==> config.mk <==
export PLATFORM = sky130hd
export DESIGN_NAME = csi_lane_aligner
export DESIGN_NICKNAME = d
export VERILOG_FILES = /design/src/rtl/mipi_csi_pkg.sv /design/src/rtl/csi_lane_delay_line.sv /design/src/rtl/csi_lane_aligner.sv
export SDC_FILE = /design/constraint.sdc
export NUM_CORES = 1
export LEC_CHECK = 0
export BUFFER_PORTS_ARGS = -buffer_cell sky130_fd_sc_hd__buf_4
export CORE_AREA = 4 4 127 190
export CTS_BUF_LIST = sky130_fd_sc_hd__clkbuf_4 sky130_fd_sc_hd__clkbuf_8
export CTS_CLUSTER_SIZE = 40
export DETAILED_ROUTE_END_ITERATION = 8
export DIE_AREA = 0 0 131 194
export GPL_ROUTABILITY_DRIVEN = 0
export MAX_ROUTING_LAYER = met4
export PLACE_DENSITY = 0.78
export SYNTH_ARGS = -nofsm -noshare
export SYNTH_HDL_FRONTEND = slang
export SYNTH_SLANG_ARGS = --single-unit
==> constraint.sdc <==
create_clock -name rx_byte_clk_hs_i -period 5.1 [get_ports rx_byte_clk_hs_i]
set_clock_uncertainty 0.05 [all_clocks]
set_input_delay 1.02 -clock rx_byte_clk_hs_i [delete_from_list [all_inputs] [get_ports rx_byte_clk_hs_i]]
set_output_delay 1.02 -clock rx_byte_clk_hs_i [all_outputs]
set_load 0.02 [all_outputs]
==> src/rtl/mipi_csi_pkg.sv <==
// Shared types and defaults for the CSI-2 receive lane aligner.
package mipi_csi_pkg;

    typedef enum logic [1:0] {
        IDLE      = 2'd0,
        WAIT_ALL  = 2'd1,
        ALIGNED   = 2'd2,
        ERR_DRAIN = 2'd3
    } align_state_e;

    typedef enum logic [1:0] {
        LANES_1     = 2'b00,
        LANES_2     = 2'b01,
        LANES_4_ALT = 2'b10,
        LANES_4     = 2'b11
    } lane_cfg_e;

    localparam int DEFAULT_MAX_SKEW = 7;

    // The unused 10 encoding falls back to 4 lanes.
    function automatic int lane_count(input logic [1:0] cfg);
        case (lane_cfg_e'(cfg))
            LANES_1: return 1;
            LANES_2: return 2;
            default: return 4;
        endcase
    endfunction

endpackage

==> src/rtl/csi_lane_delay_line.sv <==
// One lane's {valid,data} shift register with a selectable output tap.
module csi_lane_delay_line #(
    parameter int DEPTH = 8,
    parameter int TAP_W = 3
) (
    input  logic             clk,
    input  logic             reset_n,
    input  logic             valid,
    input  logic [7:0]       data,
    input  logic [TAP_W-1:0] tap,
    output logic             tap_valid,
    output logic [7:0]       tap_data
);

    logic [8:0] stages [DEPTH];

    always_ff @(posedge clk) begin
        if (!reset_n) begin
            for (int i = 0; i < DEPTH; i++) begin
                stages[i] <= '0;
            end
        end else begin
            stages[0] <= {valid, data};
            for (int i = 1; i < DEPTH; i++) begin
                stages[i] <= stages[i-1];
            end
        end
    end

    always_comb begin
        tap_valid = 1'b0;
        tap_data  = '0;
        for (int i = 0; i < DEPTH; i++) begin
            if (tap == TAP_W'(i)) begin
                {tap_valid, tap_data} = stages[i];
            end
        end
    end

endmodule

==> src/rtl/csi_lane_aligner.sv <==
// D-PHY HS lane deskew: measures per-lane start offsets and re-times lanes from delay-line taps.
// Optional statistics outputs are enabled with CSI_LANE_ALIGN_STATS_EN.
module csi_lane_aligner
    import mipi_csi_pkg::*;
#(
    parameter int NUM_LANES = 4,
    parameter int MAX_SKEW  = DEFAULT_MAX_SKEW
) (
    input  logic                   rx_byte_clk_hs_i,
    input  logic                   reset_n_i,
    input  logic [1:0]             active_lanes_i,
    input  logic [NUM_LANES-1:0]   rx_valid_hs_i,
    input  logic [NUM_LANES*8-1:0] rx_data_hs_i,
    output logic                   lane_valid_o,
    output logic [NUM_LANES*8-1:0] lane_data_o,
    output logic                   err_skew_o
`ifdef CSI_LANE_ALIGN_STATS_EN
    ,
    output logic [15:0]            err_count_o,
    output logic [2:0]             last_skew_o
`endif
);

    localparam int DEPTH = MAX_SKEW + 1;
    localparam int TAP_W = (DEPTH > 1) ? $clog2(DEPTH) : 1;
    localparam int CNT_W = $clog2(MAX_SKEW + 2);
    localparam logic [CNT_W-1:0] CNT_LIMIT = CNT_W'(MAX_SKEW + 1);

    align_state_e         state;
    logic [CNT_W-1:0]     skew_cnt;
    logic [NUM_LANES-1:0] mask_q;
    logic [NUM_LANES-1:0] started;
    logic [NUM_LANES-1:0] prev_valid;
    logic [TAP_W-1:0]     offset [NUM_LANES];
    logic [TAP_W-1:0]     tap [NUM_LANES];
    logic [NUM_LANES-1:0] tap_valid;
    logic [7:0]           tap_data [NUM_LANES];

    logic [NUM_LANES-1:0] mask_now;
    logic [NUM_LANES-1:0] rise;
    logic [NUM_LANES-1:0] started_nxt;
    logic [CNT_W-1:0]     cnt_nxt;
    logic                 all_tapped;

    for (genvar k = 0; k < NUM_LANES; k++) begin : g_lane
        csi_lane_delay_line #(
            .DEPTH (DEPTH),
            .TAP_W (TAP_W)
        ) u_delay (
            .clk       (rx_byte_clk_hs_i),
            .reset_n   (reset_n_i),
            .valid     (rx_valid_hs_i[k]),
            .data      (rx_data_hs_i[k*8 +: 8]),
            .tap       (tap[k]),
            .tap_valid (tap_valid[k]),
            .tap_data  (tap_data[k])
        );
    end

    // A lane "starts" on a valid rising edge; prev_valid resets high so lanes caught mid-packet
    // by a reset must drop valid before they can start again.
    always_comb begin
        mask_now = mask_q;
        if (state == IDLE) begin
            for (int k = 0; k < NUM_LANES; k++) begin
                mask_now[k] = (k < lane_count(active_lanes_i));
            end
        end
        rise        = rx_valid_hs_i & ~prev_valid & mask_now;
        cnt_nxt     = skew_cnt + 1'b1;
        started_nxt = started | rise;
        all_tapped  = &(tap_valid | ~mask_q);
    end

    always_ff @(posedge rx_byte_clk_hs_i) begin
        if (!reset_n_i) begin
            state        <= IDLE;
            skew_cnt     <= '0;
            mask_q       <= '0;
            started      <= '0;
            prev_valid   <= '1;
            lane_valid_o <= 1'b0;
            lane_data_o  <= '0;
            err_skew_o   <= 1'b0;
            for (int k = 0; k < NUM_LANES; k++) begin
                offset[k] <= '0;
                tap[k]    <= '0;
            end
        end else begin
            prev_valid   <= rx_valid_hs_i;
            err_skew_o   <= 1'b0;
            lane_valid_o <= 1'b0;
            lane_data_o  <= '0;
            case (state)
                IDLE: begin
                    mask_q   <= mask_now;
                    skew_cnt <= '0;
                    started  <= rise;
                    for (int k = 0; k < NUM_LANES; k++) begin
                        offset[k] <= '0;
                        tap[k]    <= '0;
                    end
                    if (rise == mask_now) begin
                        state <= ALIGNED;
                    end else if (|rise) begin
                        state <= WAIT_ALL;
                    end
                end
                WAIT_ALL: begin
                    skew_cnt <= cnt_nxt;
                    started  <= started_nxt;
                    for (int k = 0; k < NUM_LANES; k++) begin
                        if (rise[k] && !started[k]) begin
                            offset[k] <= TAP_W'(cnt_nxt);
                        end
                    end
                    if (cnt_nxt == CNT_LIMIT) begin
                        err_skew_o <= 1'b1;
                        state      <= ERR_DRAIN;
                    end else if (started_nxt == mask_q) begin
                        state <= ALIGNED;
                        // Tap = last lane's offset minus own offset; lanes starting now sit at stage 0.
                        for (int k = 0; k < NUM_LANES; k++) begin
                            tap[k] <= (rise[k] && !started[k]) ? '0 : TAP_W'(cnt_nxt) - offset[k];
                        end
                    end
                end
                ALIGNED: begin
                    if (all_tapped) begin
                        lane_valid_o <= 1'b1;
                        for (int k = 0; k < NUM_LANES; k++) begin
                            if (mask_q[k]) begin
                                lane_data_o[k*8 +: 8] <= tap_data[k];
                            end
                        end
                    end else begin
                        state <= IDLE;
                    end
                end
                ERR_DRAIN: begin
                    if (rx_valid_hs_i == '0) begin
                        state <= IDLE;
                    end
                end
                default: state <= IDLE;
            endcase
        end
    end

`ifdef CSI_LANE_ALIGN_STATS_EN
    always_ff @(posedge rx_byte_clk_hs_i) begin
        if (!reset_n_i) begin
            err_count_o <= '0;
            last_skew_o <= '0;
        end else begin
            if (err_skew_o && err_count_o != 16'hFFFF) begin
                err_count_o <= err_count_o + 16'd1;
            end
            if (state == IDLE && rise == mask_now) begin
                last_skew_o <= '0;
            end else if (state == WAIT_ALL && cnt_nxt != CNT_LIMIT && started_nxt == mask_q) begin
                last_skew_o <= 3'(cnt_nxt);
            end
        end
    end
`endif

endmodule

* Yosys cells after proc, flatten, opt, wreduce, memory -nomap -nowiden
Memory sizes are Yosys's and may differ from the RTL's.
Cells that the tools add are included.
** Operators by class
- $add $sub $neg :: 5
- $lt $le $gt $ge :: 4
- Equality and inequality tests :: 39
- Muxes and demuxes :: 156
- Bitwise logic cells :: 54
- Reductions and logical operators :: 25
** Operators with widths (number)
- $mux 9 :: 32
- $mux 8 :: 32
- $lt 3x32->1 const A :: 2
- $mux 1 :: 60
- $mux 3 :: 20
- $eq 3x3->1 const B :: 16
- $or 1x1->1 :: 48
- $lt 1x32->1 const A :: 1
- $lt 2x32->1 const A :: 1
- $mux 32 :: 1
- $reduce_and 7->1 :: 4
- $eq 3x2->1 const B :: 8
- $pmux 4 s2 :: 2
- $eq 3x1->1 const B :: 4
- $logic_not 3->1 :: 4
- $mux 2 :: 6
- $sub 3x3->3 :: 4
- $and 4x4->4 :: 2
- $eq 4x4->1 :: 2
- $not 4->4 :: 2
- $or 4x4->4 :: 2
- $pmux 2 s4 :: 1
- $reduce_and 4->1 :: 2
- $pmux 3 s2 :: 1
- other kinds (15) :: 26
** Word-level totals
- Bits in registers :: 52
- Bits in writable memories :: 312
- Input port bits :: 40
- Output and inout port bits :: 34
- Logic and storage cells :: 300
- Memories :: 6
** Memories
- g_lane[0].u_delay.stages :: depth 8, bits a word 9, rd ports 8, clocked after Yosys merged registers in 0, wr ports 8, RTL line csi_lane_delay_line.sv:15 : logic [8:0] stages [DEPTH];
- g_lane[1].u_delay.stages :: depth 8, bits a word 9, rd ports 8, clocked after Yosys merged registers in 0, wr ports 8, RTL line csi_lane_delay_line.sv:15
- g_lane[2].u_delay.stages :: depth 8, bits a word 9, rd ports 8, clocked after Yosys merged registers in 0, wr ports 8, RTL line csi_lane_delay_line.sv:15
- g_lane[3].u_delay.stages :: depth 8, bits a word 9, rd ports 8, clocked after Yosys merged registers in 0, wr ports 8, RTL line csi_lane_delay_line.sv:15
- offset :: depth 4, bits a word 3, rd ports 4, clocked after Yosys merged registers in 0, wr ports 4, RTL line csi_lane_aligner.sv:34 : logic [TAP_W-1:0] offset [NUM_LANES];
- tap :: depth 4, bits a word 3, rd ports 4, clocked after Yosys merged registers in 0, wr ports 4, RTL line csi_lane_aligner.sv:35 : logic [TAP_W-1:0] tap [NUM_LANES];

* Longest topological paths before layout
- Word-level depth :: 14
- Mapped depth :: 10
- Depth with buffers taken out :: 9

* Cells and area by module
From an unflattened synthesis, not the netlist that was laid out.
** Second synthesis, totals
- Cells, all modules :: 1330
- Area, all modules :: 13780.7 um^2
** By module, submodules not included
- csi_lane_delay_line :: times used 4, cells each 258, area an instance 2661.3 um^2, seq. area each 1441.4 um^2
- csi_lane_aligner :: times used 1, cells each 298, area an instance 3135.5 um^2, seq. area each 1701.6 um^2

* Least setup slack after synthesis
Ideal clock, no wire load.
- Kind :: input -> register
- From :: input active_lanes_i[0]
- To :: register state[0]
- Setup time :: 0.119 ns
- Data arrival time :: 3.033 ns
- Data required time :: 4.931 ns
- Path slack :: 1.898 ns
- Stages on the path :: 9
- Buffers on the path :: 0
- Cell sequence :: or2_2 ha_1 nor4bb_1 a211oi_1 o22ai_1 nor4_1 nor2_1 or4_1 o221a_1
** On the way
- Longest elaborated chain between the ends :: 10
- Elaborated cells on any way between the ends :: 19
- Those cells by class :: order compare: 4; eq/ne: 5; mux: 5; bitwise: 2; reduce/logical: 3
** RTL lines
- start, declared :: RTL line csi_lane_aligner.sv:11 : input logic [1:0] active_lanes_i,
- $eq 2x1->1 / $logic_not 2->1 (equally long branches) :: RTL line mipi_csi_pkg.sv:22 : case (lane_cfg_e'(cfg))
- $pmux 3 s2 (*) :: RTL line mipi_csi_pkg.sv:22
- $mux 32 (*) :: RTL line csi_lane_aligner.sv:64 : if (state == IDLE) begin
- $lt 1x32->1, or another cell as far along :: RTL line csi_lane_aligner.sv:66 : mask_now[k] = (k < lane_count(active_lanes_i));
- $mux 4 (*) :: RTL line csi_lane_aligner.sv:64
- $and 4x4->4 :: RTL line csi_lane_aligner.sv:69 : rise = rx_valid_hs_i & ~prev_valid & mask_now;
- $or 4x4->4 :: RTL line csi_lane_aligner.sv:71 : started_nxt = started | rise;
- $eq 4x4->1 :: RTL line csi_lane_aligner.sv:120 : end else if (started_nxt == mask_q) begin
- $ne 3x3->1 (no source line)
- $reduce_and 4->1 (no source line)
- end signal, assigned :: RTL line csi_lane_aligner.sv:77 : state <= IDLE;
- end signal, assigned :: RTL line csi_lane_aligner.sv:119 : state <= ERR_DRAIN;
- end signal, assigned :: RTL line csi_lane_aligner.sv:121 : state <= ALIGNED;
- end, declared :: RTL line csi_lane_aligner.sv:29 : align_state_e state;
Mark *: on every way between the ends. The rest lies on a longest branch, timed or not. The select of a mux whose other input is x is not followed.
A chain may end at the register's enable or synchronous reset.

==> summary.md <==
| Metric | Value |
|---|---|
| Status | `complete, no violations` |
| Multi-input gate area | `roughly 5500 um^2` |
| Hpwl dp | `approximately 15000 um` |
| Final ANT Viol Nets | `0` |
| Hold Buf Count CTS | `0` |
| M3 GR Usage | `3.69%` |
| RSZ-0062 raised after global routing | `false` |
| Crit-path slowest cell | `edfxtp_1` |
| Yosys warning count | `0` |
| Sequential Area | `7470 um^2` |
| Clock buffer count from CTS | `51` |
| Via density | `roughly 5.3` |
| CP Data Arrival Time | `roughly 3.7 ns` |
| CTS resizes | `0` |
| Worst path depth | `7` |
| Full die area | `25400 um^2` |
| Pleak | `5.88 nW` |
| Via count | `between 8000 and 9000` |
| Worst-path cell chain | `nand2b_1, o221ai_1, o21ai_1, a311o_1, a311oi_4, nand3_2, a21oi_1` |
| Syn Nets | `~1400` |
| CP Capture Type | `register` |
| CP Launch Type | `register` |
| Layout Nets | `1418` |
| Min-delay worst type | `reg -> reg` |
| M1 GR Usage | `between 20% and 30%` |
| Io pins | `74` |
| Dominant cell type by area after synthesis | `dfxtp_1` |
| Reg2reg path depth | `7` |
| Die Wd | `131 um` |
| Fmax | `a little over 300 MHz` |
| Setup Total Neg Slack | `0 ns` |
| CP Buf/Inv Count | `0` |
| CTS tree | `yes` |
| Worst slew pin tran | `between 1 and 1.5 ns` |
| Number of max-cap violations | `0` |
| Layout cell share with drive strength beyond 1 | `15.0%` |
| H-Tree Depth | `2` |
| Top cell type's share of synthesized area | `between 50% and 60%` |
| Sequential share of the synthesized area | `between 50% and 60%` |
| Primary FF master, synth | `dfxtp_1` |
| Power Dens Cells | `approximately 430 nW/um^2` |
| Max-slew violation count | `0` |
| Power, Total | `6.56 mW` |
| Routed wire per std cell | `about 14 um` |
| DR iter-0 viols | `509` |
| Core Area | `~22000 um^2` |
| Via count of the first global-routing pass | `around 8900` |
| # diodes | `0` |
| Kind of cell adding the most delay to the critical path | `compound AO/OA/AOI/OAI gates` |
| Crit Path Class | `reg -> reg` |
| Largest net degree at the start of global routing | `roughly 240` |
| Sink Count | `between 300 and 400` |
| Fillers | `around 1800` |
| Root buffer selected by CTS | `clkbuf_8` |
| Cell count after synthesis | `1314` |
| Later-pin clock latency in the skew report | `0.57 ns` |
| Crit path time final | `between 3 and 4 ns` |
| Clock-pin slew on the worst setup and hold paths | `roughly 0.070 ns` |
| Chip height | `slightly below 200 um` |
| Largest cells by area after synthesis | `dfxtp_1 52%, and2_1 14%, mux2i_1 4.7%` |
| Peak VDD IR | `~260 uV` |
| Initial core utilization | `59.6%` |
| WHS Path Cells | `2` |
| Met2 GRT Util | `32.6%` |
| Area growth syn-to-layout | `13.1%` |
| DRT Pass-1 Iters | `4` |
| Row count | `67` |
| DRC viols | `0` |
| Final hold slack | `0.396 ns` |
| CP max stage delay | `a little over 0.9 ns` |
| PortBufs | `73` |
| Hold Fails Final Rpt | `0` |
| Slew HR | `roughly 28%` |
| Initial antenna violation count | `0` |
| Period utilisation layout | `a little over three fifths` |
| Final global-route overflow total | `0` |
| Gr usage total | `between 20% and 30%` |
| Post-Syn Area per Cell | `between 10 and 15 um^2` |
| Routed wire length | `around 24000 um` |
| Final Setup Violations | `0` |
| Post-CTS setup buffers | `0` |
| First-pass GRT wire length | `approximately 42000 um` |
| Crit path required time | `around 5.5 ns` |
| Post-synthesis cell type count | `61` |
| Number of synthesized flops with an enable pin | `18` |
| Crit Path Max Fanout | `28` |
| CTS Buffer Depth | `3` |
| Seq cells post-synth | `between 300 and 400` |
| Post-Syn Area | `about 13000 um^2` |
| GRT Max-Usage Layer | `met2` |
| Synth async-reset ratio | `0%` |
==> where the power goes <==
part           total (mW)  switching [mW]  internal, mW
clock network        2.30            1.03          1.28
logic                1.00           0.549         0.453
registers            3.25           0.249          3.00
==> cells in the final DEF, fill, tap and decap left out, drive strengths merged, types with 8 or more instances in the layout <==
master,count
and2,297
edfxtp,18
a22oi,8
a21oi,57
nand3,17
a211oi,10
clkinv,11
nand2,59
dfxtp,346
buf,81
a211o,8
nand2b,15
clkbuf,82
nor2b,16
mux2i,62
nor2,86
inv,23
xnor2,10
mux4,8
mux2,19
o22ai,11
o21ai,89
==> through the flow <==
stage          area [um^2]  setup slack [ns]  util [%]  cells
4_1_cts              15100              1.88      67.4   1683
6_report             15100              1.89      67.4   1683
5_1_grt              15100              1.53      67.4   1683
3_3_place_gp         14000              1.65      62.6   1591
3_5_place_dp         14000              1.53      62.6   1591
2_1_floorplan        13300              1.90         -   1314
==> final timing paths <==
path,from,end,slack [ns]
setup / recovery,tap[1][1]$_SDFFCE_PP0P_,lane_data_o[18]$_SDFF_PN0_,1.89
hold / removal,g_lane[2].u_delay.stages[0][67]$_SDFF_PN0_,lane_data_o[20]$_SDFF_PN0_,0.40
setup reg to reg,tap[1][1]$_SDFFCE_PP0P_,lane_data_o[18]$_SDFF_PN0_,1.89
hold reg to reg,g_lane[2].u_delay.stages[0][67]$_SDFF_PN0_,lane_data_o[20]$_SDFF_PN0_,0.40
==> cell type report <==
type / instances / area share (%)
Timing Repair Buffer: 81 / 4.14
Tap cell: 276 / 2.29
Multi-Input combinational cell: 846 / 36.3
Sequential cell: 364 / 49.5
Inverter: 24 / 0.597
Clock inverter: 10 / 0.332
Clock buffer: 82 / 6.82
==> kinds of logic (layout without fill, tap and decap cells) <==
| kind of cell | Yosys count | count (layout) | share of synthesized area, % |
|---|---|---|---|
| mux | 89 | 89 | 7.61 |
| xor+xnor | 11 | 11 | 0.722 |
| buf+inv | 104 | 197 | 2.97 |
| fa+ha+maj | 10 | 10 | 1.16 |
| flops | 364 | 364 | 56.0 |
| simple gates | 517 | 517 | 21.6 |
| compound gates | 219 | 219 | 9.98 |
==> synthesized netlist by cell type, types with 13 or more instances <==
cell type,number
edfxtp_1,18
inv_1,23
mux2_2,19
mux2i_1,62
nor2_1,86
clkbuf_1,64
nand2b_1,15
o21ai_0,88
nand3_1,13
nand2_1,59
dfxtp_1,346
and2_1,296
a21oi_1,57
nor2b_1,16
==> per-layer routing <==
metal,up-vias,routed length (um)
met5,-,0
li1,4507,-
met3,48,947
met4,0,612
met2,154,11900
met1,4170,10900
==> sequential cells by signal (all words and copies together), names as in the netlist <==
register	cells
lane_valid_o	1
state	2
lane_data_o	32
started	4
err_skew_o	1
offset	12
g_lane.u_delay.stages	288
skew_cnt	4
mask_q	4
prev_valid	4
tap	12
==> worst min-delay path: stages, from the launching register on <==
cell and delay (ns):
dfxtp_1 0.30, nand2_1 0.05, a21oi_1 0.05
Power figures use the tool's default switching activity.
